===== config.mk =====
export PLATFORM = sky130hd
export DESIGN_NAME = pickup_train_station
export DESIGN_NICKNAME = d
export VERILOG_FILES = /design/src/rtl/train_balancer_pkg.sv /design/src/rtl/get_load_transfer.sv /design/src/rtl/pickup_train_station.sv
export SDC_FILE = /design/constraint.sdc
export NUM_CORES = 2
export LEC_CHECK = 0
export CAP_MARGIN = 10
export CORE_ASPECT_RATIO = 1.2
export CORE_MARGIN = 2
export CORE_UTILIZATION = 35
export DETAILED_ROUTE_END_ITERATION = 10
export SLEW_MARGIN = 40
export SYNTH_ARGS = -nofsm -noshare
export SYNTH_HDL_FRONTEND = slang
export SYNTH_SLANG_ARGS = --single-unit

===== constraint.sdc =====
create_clock -name clk -period 70.8 [get_ports clk]
set_clock_uncertainty 0.15 [all_clocks]
set_input_delay 21.24 -clock clk [delete_from_list [all_inputs] [get_ports clk]]
set_output_delay 21.24 -clock clk [all_outputs]
set_load 0.01 [all_outputs]

===== src/rtl/train_balancer_pkg.sv =====
// Shared types and default sizing for the train balancer stations (pickup and dropoff).
package train_balancer_pkg;

    typedef enum logic [1:0] {
        ST_IDLE    = 2'd0,
        ST_LOADING = 2'd1,
        ST_DEPART  = 2'd2
    } station_state_e;

    localparam int DEF_QUEUE_LENGTH        = 3;
    localparam int DEF_MAX_STOREABLE       = 128000;
    localparam int DEF_UNITS_IN_TRAIN_LOAD = 8000;
    localparam int DEF_LOAD_RATE           = 400;
    localparam int DEF_WAIT_CYCLES         = 16;
    localparam int DEF_INT                 = 31;

endpackage


===== src/rtl/get_load_transfer.sv =====
// Per-cycle transfer amount: min(LOAD_RATE, stored units, room left in the train), zero when not loading.
module get_load_transfer #(
    parameter int LOAD_RATE           = 400,
    parameter int UNITS_IN_TRAIN_LOAD = 8000,
    parameter int INT                 = 31
) (
    input  logic           loading,
    input  logic [INT:0]   units_stored,
    input  logic [INT:0]   contents,
    output logic [INT:0]   transfer
);

    localparam logic [INT:0] RATE_W = (INT+1)'(LOAD_RATE);
    localparam logic [INT:0] FULL_W = (INT+1)'(UNITS_IN_TRAIN_LOAD);

    logic [INT:0] room;
    logic [INT:0] pick;

    always_comb begin
        room     = (contents >= FULL_W) ? '0 : FULL_W - contents;
        pick     = RATE_W;
        transfer = '0;
        if (units_stored < pick) pick = units_stored;
        if (room < pick)         pick = room;
        if (loading)             transfer = pick;
    end

endmodule


===== src/rtl/pickup_train_station.sv =====
// Pickup station: accumulates produced units and loads one stopped train at a time.
// Define PICKUP_PARTIAL_DEPART_EN to let a stalled, partially loaded train leave after WAIT_CYCLES.
module pickup_train_station
    import train_balancer_pkg::*;
#(
    parameter int QUEUE_LENGTH        = DEF_QUEUE_LENGTH,
    parameter int MAX_STOREABLE       = DEF_MAX_STOREABLE,
    parameter int UNITS_IN_TRAIN_LOAD = DEF_UNITS_IN_TRAIN_LOAD,
    parameter int LOAD_RATE           = DEF_LOAD_RATE,
    parameter int WAIT_CYCLES         = DEF_WAIT_CYCLES,
    parameter int INT                 = DEF_INT
) (
    input  logic           clk,
    input  logic           rst,
    input  logic [INT:0]   precision,
    input  logic [INT:0]   units_produced,
    input  logic           train_arrive,
    input  logic [INT:0]   train_id,
    output logic [INT:0]   units_at_this_station,
    output logic [INT:0]   stopped_train_id,
    output logic [INT:0]   stopped_train_contents,
    output logic           train_depart,
    output logic           train_rejected,
    output logic [INT:0]   trains_limit,
    output logic [INT:0]   percentage_available,
    output station_state_e dbg_state
);

    localparam int W = INT + 1;
    localparam logic [W:0]     MAX_W  = (W+1)'(MAX_STOREABLE);
    localparam logic [W-1:0]   FULL_W = W'(UNITS_IN_TRAIN_LOAD);
    localparam logic [W:0]     FULL_X = (W+1)'(UNITS_IN_TRAIN_LOAD);
    localparam logic [W:0]     QL_X   = (W+1)'(QUEUE_LENGTH);
    localparam logic [2*W-1:0] MAX_P  = (2*W)'(MAX_STOREABLE);

    station_state_e state_q, state_d;
    logic [W-1:0] u_q, u_d;
    logic [W-1:0] t_q, t_d;
    logic [W-1:0] contents_q, contents_d;
    logic         depart_q, depart_d;
    logic         rejected_q, rejected_d;
    logic [W-1:0] limit_q, limit_d;
    logic [W-1:0] pct_q, pct_d;
`ifdef PICKUP_PARTIAL_DEPART_EN
    localparam logic [W-1:0] WAIT_W = W'(WAIT_CYCLES);
    logic [W-1:0] stall_q, stall_d;
`endif

    logic [W-1:0]   x;
    logic [W:0]     u_sum;
    logic [W:0]     total;
    logic [W:0]     quot;
    logic [2*W-1:0] prod;

    get_load_transfer #(
        .LOAD_RATE          (LOAD_RATE),
        .UNITS_IN_TRAIN_LOAD(UNITS_IN_TRAIN_LOAD),
        .INT                (INT)
    ) u_xfer (
        .loading     (state_q == ST_LOADING),
        .units_stored(u_q),
        .contents    (contents_q),
        .transfer    (x)
    );

    always_comb begin
        state_d    = state_q;
        t_d        = t_q;
        contents_d = contents_q;
`ifdef PICKUP_PARTIAL_DEPART_EN
        stall_d    = stall_q;
`endif
        // x never exceeds u_q, so the extra bit only has to absorb production overflow.
        u_sum = {1'b0, u_q} + {1'b0, units_produced} - {1'b0, x};
        u_d   = (u_sum > MAX_W) ? MAX_W[W-1:0] : u_sum[W-1:0];

        rejected_d = train_arrive && ((state_q != ST_IDLE) || (train_id == '0));

        case (state_q)
            ST_IDLE: begin
                if (train_arrive && (train_id != '0)) begin
                    state_d    = ST_LOADING;
                    t_d        = train_id;
                    contents_d = '0;
`ifdef PICKUP_PARTIAL_DEPART_EN
                    stall_d    = '0;
`endif
                end
            end
            ST_LOADING: begin
                contents_d = contents_q + x;
                if (contents_q == FULL_W) state_d = ST_DEPART;
`ifdef PICKUP_PARTIAL_DEPART_EN
                if (x != '0)                stall_d = '0;
                else if (stall_q != WAIT_W) stall_d = stall_q + 1'b1;
                if ((stall_q == WAIT_W) && (contents_q != '0)) state_d = ST_DEPART;
`endif
            end
            ST_DEPART: begin
                state_d    = ST_IDLE;
                t_d        = '0;
                contents_d = '0;
            end
            default: state_d = ST_IDLE;
        endcase

        depart_d = (state_d == ST_DEPART);

        total   = {1'b0, u_q} + {1'b0, contents_q};
        quot    = total / FULL_X;
        limit_d = (quot > QL_X) ? QL_X[W-1:0] : quot[W-1:0];

        prod  = {{W{1'b0}}, u_q} * {{W{1'b0}}, precision};
        pct_d = W'(prod / MAX_P);
    end

    always_ff @(posedge clk) begin
        if (rst) begin
            state_q    <= ST_IDLE;
            u_q        <= '0;
            t_q        <= '0;
            contents_q <= '0;
            depart_q   <= 1'b0;
            rejected_q <= 1'b0;
            limit_q    <= '0;
            pct_q      <= '0;
`ifdef PICKUP_PARTIAL_DEPART_EN
            stall_q    <= '0;
`endif
        end else begin
            state_q    <= state_d;
            u_q        <= u_d;
            t_q        <= t_d;
            contents_q <= contents_d;
            depart_q   <= depart_d;
            rejected_q <= rejected_d;
            limit_q    <= limit_d;
            pct_q      <= pct_d;
`ifdef PICKUP_PARTIAL_DEPART_EN
            stall_q    <= stall_d;
`endif
        end
    end

    assign units_at_this_station  = u_q;
    assign stopped_train_id       = t_q;
    assign stopped_train_contents = contents_q;
    assign train_depart           = depart_q;
    assign train_rejected         = rejected_q;
    assign trains_limit           = limit_q;
    assign percentage_available   = pct_q;
    assign dbg_state              = state_q;

endmodule


; ---- Word level (Yosys, flattened, before mapping)
; Cells that the tools add are included.
[totals]
output_inout_bits = 164
input_bits = 99
ff_bits = 164
elab_cells = 54
[op_classes]
reduce_logical = 13
eq_ne = 5
n_lt_le_gt_ge = 5
n_addsub = 5
n_mux = 13
multipliers = 1
div = 2
[ops]
columns = op, count
row1 = $mux 32, 6
row2 = $pmux 32 s3, 1
row3 = $add 32x32->33, 2
row4 = $div 64x17->64 const B, 1
row5 = $mul 32x32->64, 1
row6 = $pmux 32 s2, 1
row7 = $div 33x13->33 const B, 1
row8 = $gt 33x17->1 const B, 1
row9 = $gt 33x2->1 const B, 1
row10 = $sub 33x32->33, 1
row11 = $add 32x32->32, 1
row12 = $eq 32x13->1 const B, 1
row13 = $ge 32x13->1 const B, 1
row14 = $logic_not 32->1, 1
row15 = $lt 32x32->1, 1
row16 = $lt 32x9->1 const B, 1
row17 = $reduce_bool 32->1, 1
row18 = $sub 13x32->32 const A, 1
row19 = $mux 17, 1
row20 = $mux 2, 3
row21 = $eq 2x2->1 const B, 2
row22 = $pmux 2 s2, 1
row23 = $reduce_and 2->1, 2
row24 = $reduce_bool 2->1, 2
row25 = other kinds (7), 9

; ---- Depth between registers and ports, before layout
[depth]
ltp_word = 8
depth_mapped = 162
depth_no_buf = 137

; ---- Cells and area by module
; From an unflattened synthesis, not the netlist that was laid out.
[hier_totals]
cells_unflattened = 8022
area_unflattened_um2 = 64774.6
[by_module_without_submodules]
columns = mod, cells_each, n_inst, seq_area_each_um2, area_per_inst_um2
row1 = pickup_train_station, 7807, 1, 3062.9, 63184.3
row2 = get_load_transfer, 215, 1, 0.0, 1590.3

; ---- Worst setup path before layout
; Ideal clock, no wire load.
[synth_path]
path_type = input -> register
from = input precision[8]
to = register pct_q[0] (netlist: percentage_available[0])
slack_ns = 8.624
cell_stages = 144
t_required_ns = 70.547
t_arrival_ns = 61.923
setup_ns = 0.103
path_buffers = 13
path_cell_list = clkbuf_1 -> nand2_1 -> fa_1 -> inv_1 -> fa_1 -> fa_1 -> inv_1 -> fa_1 -> inv_1 -> fa_1 -> fa_1 -> fa_1 -> inv_1 -> fa_1 -> inv_1 -> ha_1 -> buf_4 -> nand4_1 -> (+108 left out) -> o31a_1 -> a41oi_4 -> mux2i_1 -> xor2_1 -> o41a_1 -> o31a_1 -> a2111o_1 -> a31o_2 -> mux4_2 -> o31ai_4 -> buf_6 -> mux2i_1 -> a221o_1 -> a41oi_4 -> a221oi_1 -> a211o_1 -> a211o_1 -> a2111oi_2
[synth_via]
elab_chain_cells = 2
[synth_lines]
columns = item, line_no
row1 = "start, declared", pickup_train_station.sv:15  ; input logic [INT:0] precision,
row2 = $mul 32x32->64, pickup_train_station.sv:113  ; prod = {{W{1'b0}}, u_q} * {{W{1'b0}}, precision};
row3 = $div 64x17->64, pickup_train_station.sv:114  ; pct_d = W'(prod / MAX_P);
row4 = "end signal, assigned", pickup_train_station.sv:138  ; pct_q <= pct_d;
row5 = "end, declared", pickup_train_station.sv:43  ; logic [W-1:0] pct_q, pct_d;
; No other way between the ends.
; A chain may end at the register's enable or synchronous reset.

; ---- Final worst setup path
; Ends and elaborated chain as after synthesis.

==> out/results.txt <==
Vias in the first global route: 57.4k
Fmax: 14.7 MHz
Final Hold Vio Count: 0
Initial drt markers: 3746
Post-route minimum period: 68130 ps
First-pass GRT wire length: 318000 um
R2R Setup Slk: 23340 ps
Area contributors post-synth: fa_1 30%, ha_1 7.9%, inv_1 6.8%, and2_1 5.8%, nand2_1 5.2%
Cells after Synth: 7687
Hold Path Depth: 1
DRC violations left: 0
Setup CP Type: in2reg
Clock root cell: clkbuf_16
Ys async rst share: 0%
Post-synthesis sequential area ratio: 4.92%
Largest net degree at the start of global routing: 50
Post-CTS Hold Fix Bufs: 0
Area grow syn2layout: 9.45%
Slowest stage delay, CP: 800 ps
DR WL met3: 11100 um
Overflow after GRT: 0
Number of vias per cell: 5.52
Period utilization: 96.2%
Slowest CP cell: clkdlybuf4s50_1
Post-synth top cells: 1125 x inv_1, 930 x fa_1, 861 x nand2_1
Most numerous cell in the Yosys netlist: inv_1
CTS tree: yes
Critical Path RT: 71070 ps
HPWL after DPL: 159000 um
Mapped cell area: 0.0622 mm2
Hold Startpoint: stopped_train_id[1]$_SDFFE_PP0P_
PortBufs: 251
R2R depth: 137
Pre-Repair DR Iteration Count: 9
H-tree Lvls: 4
Post-route cell area: 0.0681 mm2
Worst-Skew Late Latency: 550 ps
Post-synth EDFFs: 0
Share of layout cells above drive strength 1: 6.53%
Max-slew headroom: 41.9%
R2R Path End: percentage_available[0]$_SDFF_PP0_
Largest area contributor in the netlist: fa_1
Starting Density: 35.2%
Critical path startpoint category: primary input
Post-synth cell types: 171
Clk pin slew, worst setup/hold paths: 70 ps
Max Root-Sink Buffers: 2
Routed length per placed instance: 19.7 um
Final core utilization: 38.5%
Die area: 0.181 mm2
YS warnings: 0
Core box area: 0.177 mm2
Max Cap Viol: 0
Dominant synthesized flop cell: dfxtp_1
Arrival time at the worst endpoint: 68400 ps
Post-layout net count: 9235
Fillers: 18.1k
Routed met2 length: 98100 um
Post-synth top area share: 29.9%
Hold path endpoint: stopped_train_id[1]$_SDFFE_PP0P_
R2R Path Start: units_at_this_station[30]$_SDFF_PP0_
Placed instance area: 0.0672 mm2
Top routing layer in use: met5
WL final: 200000 um
Vias: 56.0k
Mean Syn Cell Area: 8.10 um2
Die height: 466 um
Hold WS: 322 ps
Crit end category: flip-flop
# IOs: 263
CP max FO: 22
Final Max Tran Viols: 0
CTS Sinks: 153
Total CTS buffers: 17
Total GRT Usage: 22.0%
Worst-margin pin slew: 865 ps
Status: finished clean
Site row count: 169
Final GP Congestion: 0.931
Width of the chip: 389 um
M1 wire length: 83800 um
CP most frequent cell: fa_1
Initial antenna violation count: 14
ANT nets after route: 0
# setup viols final: 0
Synthesis-stage register bit count: 153
Worst Hold Class: reg2reg
registers in the layout (all words and copies together) (netlist names):
register                count
stopped_train_contents     32
stopped_train_id           32
trains_limit               21
train_depart                1
train_rejected              1
dbg_state                   2
units_at_this_station      32
percentage_available       32
what timing repair did:
item	in CTS	in global routing
gates resized for setup	0	29
endpoints found under the setup margin	0	4
setup buffers	0	8
worst max-delay path: cells and delay by family:
| kind | cells | cell delay [ps] |
|---|---|---|
| muxes | 13 | 5300 |
| and+or+nand+nor | 33 | 10800 |
| AOI/OAI and AO/OA | 71 | 23620 |
| adders and majority gates | 9 | 4730 |
| xor gates and xnor gates | 3 | 710 |
| buffers and inverters | 9 | 1870 |
cell usage in the layout (no fill, tap or decap), types with 31 or more instances in the layout:
cell / n
and2_1: 577
a31oi_1: 67
and3_1: 34
o21ai_1: 62
nor3_1: 146
or3_1: 42
nand2b_1: 39
a211oi_1: 41
a22o_1: 40
fa_1: 930
o21a_1: 52
buf_4: 107
mux2i_1: 95
xor2_1: 72
a22oi_1: 47
nor4_1: 53
a21oi_1: 362
clkdlybuf4s50_1: 228
o211ai_1: 50
dfxtp_1: 142
nand3_1: 139
o31ai_1: 31
xnor2_1: 252
a21o_1: 73
nand2_1: 861
nor2_1: 411
nand4_1: 74
or2_2: 31
conb_1: 124
inv_1: 1125
ha_1: 391
o21bai_1: 88
o21ai_0: 179
mux2_2: 38
metrics by stage:
step                      instances  setup TNS (ps)  setup slack (ps)
after detailed placement      10100               0               678
after global placement        10100               0              1090
final                         10100               0              2670
after CTS                     10100               0              1050
after floorplan                7809               0              8620
after global routing          10100           -32.1             -32.1
cell families after synthesis:
kind of cell    share of synthesized area (%)
mux                                      2.69
compound gates                           18.3
flops                                    4.92
buf+inv                                  9.70
other cells                            0.0121
fa+ha+maj                                38.2
simple gates                             20.9
xor+xnor                                 5.22
worst max path at each step:
stage	from	end	slack, ps	cells after the start
3_3_place_gp	precision[18]	percentage_available[0]$_SDFF_PP0_	1090	136
3_5_place_dp	precision[18]	percentage_available[0]$_SDFF_PP0_	680	137
5_1_grt	precision[23]	percentage_available[0]$_SDFF_PP0_	-30	136
6_report	precision[8]	percentage_available[0]$_SDFF_PP0_	2670	138
4_1_cts	precision[18]	percentage_available[0]$_SDFF_PP0_	1050	137
2_1_floorplan	precision[8]	percentage_available[0]$_SDFF_PP0_	8620	144
layout make-up:
class	count	area [um2]	share of cell area, %
well taps	2308	2890	4.24
inverters	1128	4240	6.22
clock buffers	17	425	0.624
flip-flops and latches	153	3080	4.52
multi-input cells	6156	54100	79.4
repair buffers	359	3250	4.77
diodes	6	15.0	0.0220
clock inverters	15	171	0.252
layer usage:
metal  GRT usage, %  vias up
li1               -    25800
met1           27.6    28100
met2           38.8     1791
met3           2.54      350
met4           7.72        8
met5              0        -
Power is not shown: default switching activity piles up to over one toggle a cycle in this logic, so the estimate is an artifact.
